## src/rtl/pipe_pkg.sv

```systemverilog
// pipe_pkg: stage-boundary payload widths and field offsets for packing the flat payload.
package pipe_pkg;
    localparam int XLEN       = 32;
    localparam int RD_W       = 5;
    localparam int ALU_OP_W   = 5;
    localparam int MEM_CTRL_W = 4;
    localparam int RD_LSB     = 0;
    localparam int ALU_OP_LSB = RD_LSB + RD_W;
    localparam int SRC1_LSB   = ALU_OP_LSB + ALU_OP_W;
    localparam int SRC2_LSB   = SRC1_LSB + XLEN;
    localparam int PC_LSB     = SRC2_LSB + XLEN;
    localparam int IMM_LSB    = PC_LSB + XLEN;
    localparam int MEM_LSB    = IMM_LSB + XLEN;
    localparam int IF_ID_W    = 2 * XLEN;
    localparam int ID_EXE_W   = MEM_LSB + MEM_CTRL_W;
    localparam int EXE_MEM_W  = RD_W + MEM_CTRL_W + 2 * XLEN;
    localparam int MEM_WB_W   = RD_W + 2 * XLEN;
    localparam int DEF_W      = 32;
    localparam int DEF_CNT_W  = 16;
endpackage

```

## src/rtl/pipe_stage_reg_if.sv

```systemverilog
// pipe_stage_reg_if: upstream/downstream handshake, payload and stall statistics of one stage boundary.
interface pipe_stage_reg_if
    import pipe_pkg::*;
#(
    parameter int W     = DEF_W,
    parameter int CNT_W = DEF_CNT_W
);
    logic             flush;
    logic             in_valid;
    logic [W-1:0]     in_data;
    logic             in_allowin;
    logic             ready_go;
    logic             out_allowin;
    logic             out_valid;
    logic [W-1:0]     out_data;
    logic             stat_clr;
    logic [CNT_W-1:0] stall_cnt;
    modport slave (
        input  flush, in_valid, in_data, ready_go, out_allowin, stat_clr,
        output in_allowin, out_valid, out_data, stall_cnt
    );
    modport master (
        output flush, in_valid, in_data, ready_go, out_allowin, stat_clr,
        input  in_allowin, out_valid, out_data, stall_cnt
    );
endinterface

```

## src/rtl/pipe_sat_cnt.sv

```systemverilog
// pipe_sat_cnt: saturating up-counter with synchronous clear; clear wins over increment.
module pipe_sat_cnt #(
    parameter int N = 16
) (
    input  logic         clk,
    input  logic         rst,
    input  logic         clr_i,
    input  logic         inc_i,
    output logic [N-1:0] cnt_o
);
    logic [N-1:0] cnt_q;
    always_ff @(posedge clk)
        cnt_q <= (rst || clr_i) ? '0 : (inc_i && !(&cnt_q)) ? cnt_q + 1'b1 : cnt_q;
    assign cnt_o = cnt_q;
endmodule

```

## src/rtl/pipe_stage_reg.sv

```systemverilog
// pipe_stage_reg: valid/allowin pipeline stage register with flush and stall counter.
// Define PIPE_STAGE_SKID_EN to add a skid entry that makes in_allowin a registered signal.
module pipe_stage_reg
    import pipe_pkg::*;
#(
    parameter int W     = DEF_W,
    parameter int CNT_W = DEF_CNT_W
) (
    input logic              clk,
    input logic              rst,
    pipe_stage_reg_if.slave  bus
);
    logic         head_valid_q, head_valid_d;
    logic [W-1:0] head_data_q, head_data_d;
    logic         in_allowin, fire_in, fire_out;
    assign fire_in        = bus.in_valid & in_allowin;
    assign fire_out       = bus.out_valid & bus.out_allowin;
    assign bus.in_allowin = in_allowin;
    assign bus.out_valid  = head_valid_q & bus.ready_go;
    assign bus.out_data   = head_data_q;
`ifdef PIPE_STAGE_SKID_EN
    logic         skid_valid_q, skid_valid_d;
    logic [W-1:0] skid_data_q, skid_data_d;
    assign in_allowin = !skid_valid_q;
    // The skid always holds the older entry, so it drains into head before new input does.
    always_comb begin
        head_valid_d = head_valid_q;
        head_data_d  = head_data_q;
        skid_valid_d = skid_valid_q;
        skid_data_d  = skid_data_q;
        if (bus.flush) begin
            head_valid_d = 1'b0;
            skid_valid_d = 1'b0;
        end else if (!head_valid_q || (fire_out && !skid_valid_q)) begin
            head_valid_d = fire_in;
            head_data_d  = fire_in ? bus.in_data : head_data_q;
        end else if (fire_out) begin
            head_data_d  = skid_data_q;
            skid_valid_d = fire_in;
            skid_data_d  = fire_in ? bus.in_data : skid_data_q;
        end else if (fire_in) begin
            skid_valid_d = 1'b1;
            skid_data_d  = bus.in_data;
        end
    end
    always_ff @(posedge clk) begin
        if (rst) begin
            skid_valid_q <= 1'b0;
            skid_data_q  <= '0;
        end else begin
            skid_valid_q <= skid_valid_d;
            skid_data_q  <= skid_data_d;
        end
    end
`else
    assign in_allowin = !head_valid_q | (bus.ready_go & bus.out_allowin);
    always_comb begin
        head_valid_d = bus.flush ? 1'b0 : fire_in ? 1'b1 : fire_out ? 1'b0 : head_valid_q;
        head_data_d  = (fire_in && !bus.flush) ? bus.in_data : head_data_q;
    end
`endif
    always_ff @(posedge clk) begin
        if (rst) begin
            head_valid_q <= 1'b0;
            head_data_q  <= '0;
        end else begin
            head_valid_q <= head_valid_d;
            head_data_q  <= head_data_d;
        end
    end
    pipe_sat_cnt #(.N(CNT_W)) u_stall_cnt (
        .clk   (clk),
        .rst   (rst),
        .clr_i (bus.stat_clr),
        .inc_i (head_valid_q & !fire_out & !bus.flush),
        .cnt_o (bus.stall_cnt)
    );
endmodule

```

## src/flat_wrapper.sv

```systemverilog
// flat-port wrapper written by rule: the top's interface ports become plain ports
module pipe_stage_reg_flat import pipe_pkg::*;
#(
    parameter int W     = DEF_W,
    parameter int CNT_W = DEF_CNT_W
)
  (clk, rst, bus_flush, bus_in_valid, bus_in_data, bus_ready_go, bus_out_allowin, bus_stat_clr, bus_in_allowin, bus_out_valid, bus_out_data, bus_stall_cnt);
  pipe_stage_reg_if #(.W(W), .CNT_W(CNT_W)) bus_i ();
  input logic clk;
  input logic rst;
  input wire logic [$bits(bus_i.flush)-1:0] bus_flush;
  input wire logic [$bits(bus_i.in_valid)-1:0] bus_in_valid;
  input wire logic [$bits(bus_i.in_data)-1:0] bus_in_data;
  input wire logic [$bits(bus_i.ready_go)-1:0] bus_ready_go;
  input wire logic [$bits(bus_i.out_allowin)-1:0] bus_out_allowin;
  input wire logic [$bits(bus_i.stat_clr)-1:0] bus_stat_clr;
  output wire logic [$bits(bus_i.in_allowin)-1:0] bus_in_allowin;
  output wire logic [$bits(bus_i.out_valid)-1:0] bus_out_valid;
  output wire logic [$bits(bus_i.out_data)-1:0] bus_out_data;
  output wire logic [$bits(bus_i.stall_cnt)-1:0] bus_stall_cnt;
  assign bus_i.flush = bus_flush;
  assign bus_i.in_valid = bus_in_valid;
  assign bus_i.in_data = bus_in_data;
  assign bus_i.ready_go = bus_ready_go;
  assign bus_i.out_allowin = bus_out_allowin;
  assign bus_i.stat_clr = bus_stat_clr;
  assign bus_in_allowin = bus_i.in_allowin;
  assign bus_out_valid = bus_i.out_valid;
  assign bus_out_data = bus_i.out_data;
  assign bus_stall_cnt = bus_i.stall_cnt;
  pipe_stage_reg #(.W(W), .CNT_W(CNT_W)) u_core (.clk(clk), .rst(rst), .bus(bus_i));
endmodule
```

## config.mk

```make
export PLATFORM = sky130hd
export DESIGN_NAME = pipe_stage_reg_flat
export DESIGN_NICKNAME = d
export VERILOG_FILES = /design/src/rtl/pipe_pkg.sv /design/src/rtl/pipe_stage_reg_if.sv /design/src/rtl/pipe_sat_cnt.sv /design/src/rtl/pipe_stage_reg.sv /design/src/flat_wrapper.sv
export SDC_FILE = /design/constraint.sdc
export NUM_CORES = 1
export LEC_CHECK = 0
export CAP_MARGIN = 20
export CELL_PAD_IN_SITES_DETAIL_PLACEMENT = 1
export CELL_PAD_IN_SITES_GLOBAL_PLACEMENT = 1
export CORE_ASPECT_RATIO = 0.8
export CORE_UTILIZATION = 31
export DETAILED_ROUTE_END_ITERATION = 8
export PLACE_DENSITY_LB_ADDON = 0.1
export SLEW_MARGIN = 20
export SYNTH_ARGS = -nofsm -noshare
export SYNTH_HDL_FRONTEND = slang
export SYNTH_SLANG_ARGS = --single-unit
```

## constraint.sdc

```tcl
create_clock -name clk -period 3.1 [get_ports clk]
set_input_delay 0.62 -clock clk [delete_from_list [all_inputs] [get_ports clk]]
set_output_delay 0.62 -clock clk [all_outputs]
set_load 0.01 [all_outputs]
```

==> impl_metrics.toml <==
[worst_setup_path]
arrival_ns = 1.93
crit_path_start = "bus_ready_go"
worstReg2RegStart = "u_core.u_stall_cnt.cnt_o[0]"
cp.required_ns = 2.48
r2r_slack_ns = 1.15
r2r-end = "u_core.u_stall_cnt.cnt_o[2]"
end_kind = "output pin"
crit_end = "bus_in_allowin"
worst_setup_path_start_kind = "input pin"
ff2ff_path_depth = 5
worstSetupPathType = "input pin to output pin"
path_max_fanout = 7

[drt]
drtIter0Drc = 63
avgViaCountPerCell = 4.98
drc = 0
totalWireLength_mm = 6.04
dr.pass1.iters = 4
wire_per_inst_um = 14.7
vias = 2048
drtAntennaViolNets = 0

[sta]
tightestPinTransition_ns = 0.609
finalCritPeriodShare = 0.824
timing.slew.headroom = 0.591
hold_violations = 0
period_minus_slack_ns = 2.55
slew_violations = 0
skew_ns = 0.00596
rsz0062_at_grt = "no"
fmax_ghz = 0.392
tns_ns = 0
finalSetupViolCount = 0

[synthesis]
syn_inst = 245
syn_nets = 285
ys_seq_elements = 49
synth_enable_flop_cells = 0
ys_async_sr_fraction = 0
synth_top_cell_area_share = 0.491
post_synth.cell_area_avg_um2 = 8.16
seq_area_frac_synth = 0.491
synthFlopType = "dfxtp_1"
syn_area_um2 = 2000
synth_common_cells = "71 x nand2_1, 49 x dfxtp_1, 44 x a21oi_1"
yosysTopAreaCell = "dfxtp_1"
synth_xor_area_frac = 0
synth_area_leaders = "dfxtp_1 49%, nand2_1 13%, a21oi_1 11%"
muxShareOfSynthArea = 0.00501
synth-simple-area-share = 0.286
synthAdderAreaFrac = 0.00626
synth.most_common_cell = "nand2_1"
yosysUniqueCellTypes = 37
yosys_warnings = 0
synth_top_family_by_area = "simple AND/OR/NAND/NOR gates"
synth-compound-area-share = 0.182

[cts]
cts_tree = "built"
cts.clk_slew.worst_paths_ns = 0.09
cts_sinks = 49
ctsLongestPathBuffers = 2
cts_resized = 0
cts-buffers-inserted = 5
clock_latency_ns = 0.30
postCtsSetupRepairBufs = 0
hold_buffers = 0
root_buffer = "clkbuf_8"
h-tree-depth = 2

[global_routing]
grt_pass1_vias = 2042
overflow = 0
grt_max_degree = 35
track_usage = 0.188
antenna_found_initial = 0
grt_first_pass_wirelength_mm = 9.88

[floorplan]
coreArea_um2 = 6070
die_w_um = 91.8
start_util = 0.329
die_h_um = 73.8
dieArea_um2 = 6780
io_pins = 89
fp-row-count = 25

[placement]
io_buffers = 88
gp_congestion = 0.730
hpwlAfterDp_mm = 4.34

[finish]
fill_cells = 727
nets = 370
seq_area_um2 = 981
multi_input_area_um2 = 958
drive_gt1_frac = 0.0606
syn2layout_area_growth_pct = 53.0
diodes = 0

[power_and_ir_drop]
ir_drop_mv = 0.279
total_power_mw = 1.27
leakagePower_nw = 1.05
power.density_nw_per_um2 = 415

[min_path]
min-delay-path-class = "flip-flop to flip-flop"

[run_status]
status = "finished, final reports clean"

[flow_run]
maxCapViolations = 0
[critical path, cell delays in order]
cell	delay [ns]
clkdlybuf4s50_1	0.46
a21boi_4	0.25
inv_2	0.11
clkdlybuf4s50_1	0.49
[power breakdown]
part / switching, mW / internal, mW
Sequential: 0.00947 / 0.649
Combinational: 0.0704 / 0.0925
Clock: 0.214 / 0.235
[sequential cells by signal (all words and copies together) (netlist names)]
name                      flops
u_core.u_stall_cnt.cnt_o     16
u_core.head_valid_q           1
u_core.bus.out_data          32
[cell type report]
type	count	share of cell area
clock buffers	5	0.0225
clock inverters	2	0.0115
inverters	3	0.00368
multi-input cells	180	0.313
flip-flops and latches	49	0.321
well taps	81	0.0331
repair buffers	91	0.295
[layout by cell type, fill, tap and decap left out, types with 4 or more instances in the layout]
cell,n
clkdlybuf4s50_1,88
nand2_1,71
dfxtp_1,49
a21oi_1,44
nor2_1,8
o21ai_0,6
nand3_1,5
clkbuf_8,5
nor3_1,4
nand4_1,4
o31ai_1,4
or4_1,4
[metrics by stage]
step / cell area (um2) / setup slack [ns] / util / hold slack (ns) / std cells
global route: 3060 / 0.470 / 0.504 / 0.478 / 411
finish: 3060 / 0.546 / 0.504 / 0.457 / 411
floorplan: 2000 / 1.29 / - / 0.481 / 245
global placement: 2960 / 0.573 / 0.487 / 0.441 / 404
detailed placement: 2960 / 0.535 / 0.487 / 0.446 / 404
CTS: 3060 / 0.532 / 0.504 / 0.459 / 411
[worst min path at each step]
stage                                  from                       to  slack [ns]  cells after the start
global placement    u_core.bus.out_data[30]  u_core.bus.out_data[30]        0.44                      2
floorplan            u_core.bus.out_data[0]   u_core.bus.out_data[0]        0.48                      2
detailed placement  u_core.bus.out_data[16]  u_core.bus.out_data[16]        0.45                      2
finish              u_core.bus.out_data[26]  u_core.bus.out_data[26]        0.46                      2
CTS                 u_core.bus.out_data[16]  u_core.bus.out_data[16]        0.46                      2
global route        u_core.bus.out_data[24]  u_core.bus.out_data[24]        0.48                      2
[cells by family after synthesis]
| group | count (synthesis) |
|---|---|
| AND/OR/NAND/NOR | 115 |
| AO/OA/AOI/OAI | 63 |
| flip-flops | 49 |
| buffers and inverters | 16 |
| multiplexers | 1 |
| adder cells (fa/ha/maj) | 1 |
[per-layer routing]
| metal | up-vias | global-route usage | part of all wire |
|---|---|---|---|
| met5 | - | 0 | 0 |
| met4 | 0 | 0.0677 | 0.0098 |
| met3 | 4 | 0.0652 | 0.077 |
| met2 | 64 | 0.287 | 0.44 |
| met1 | 956 | 0.247 | 0.48 |
| li1 | 1024 | - | - |
(Power assumes the default switching activity.)
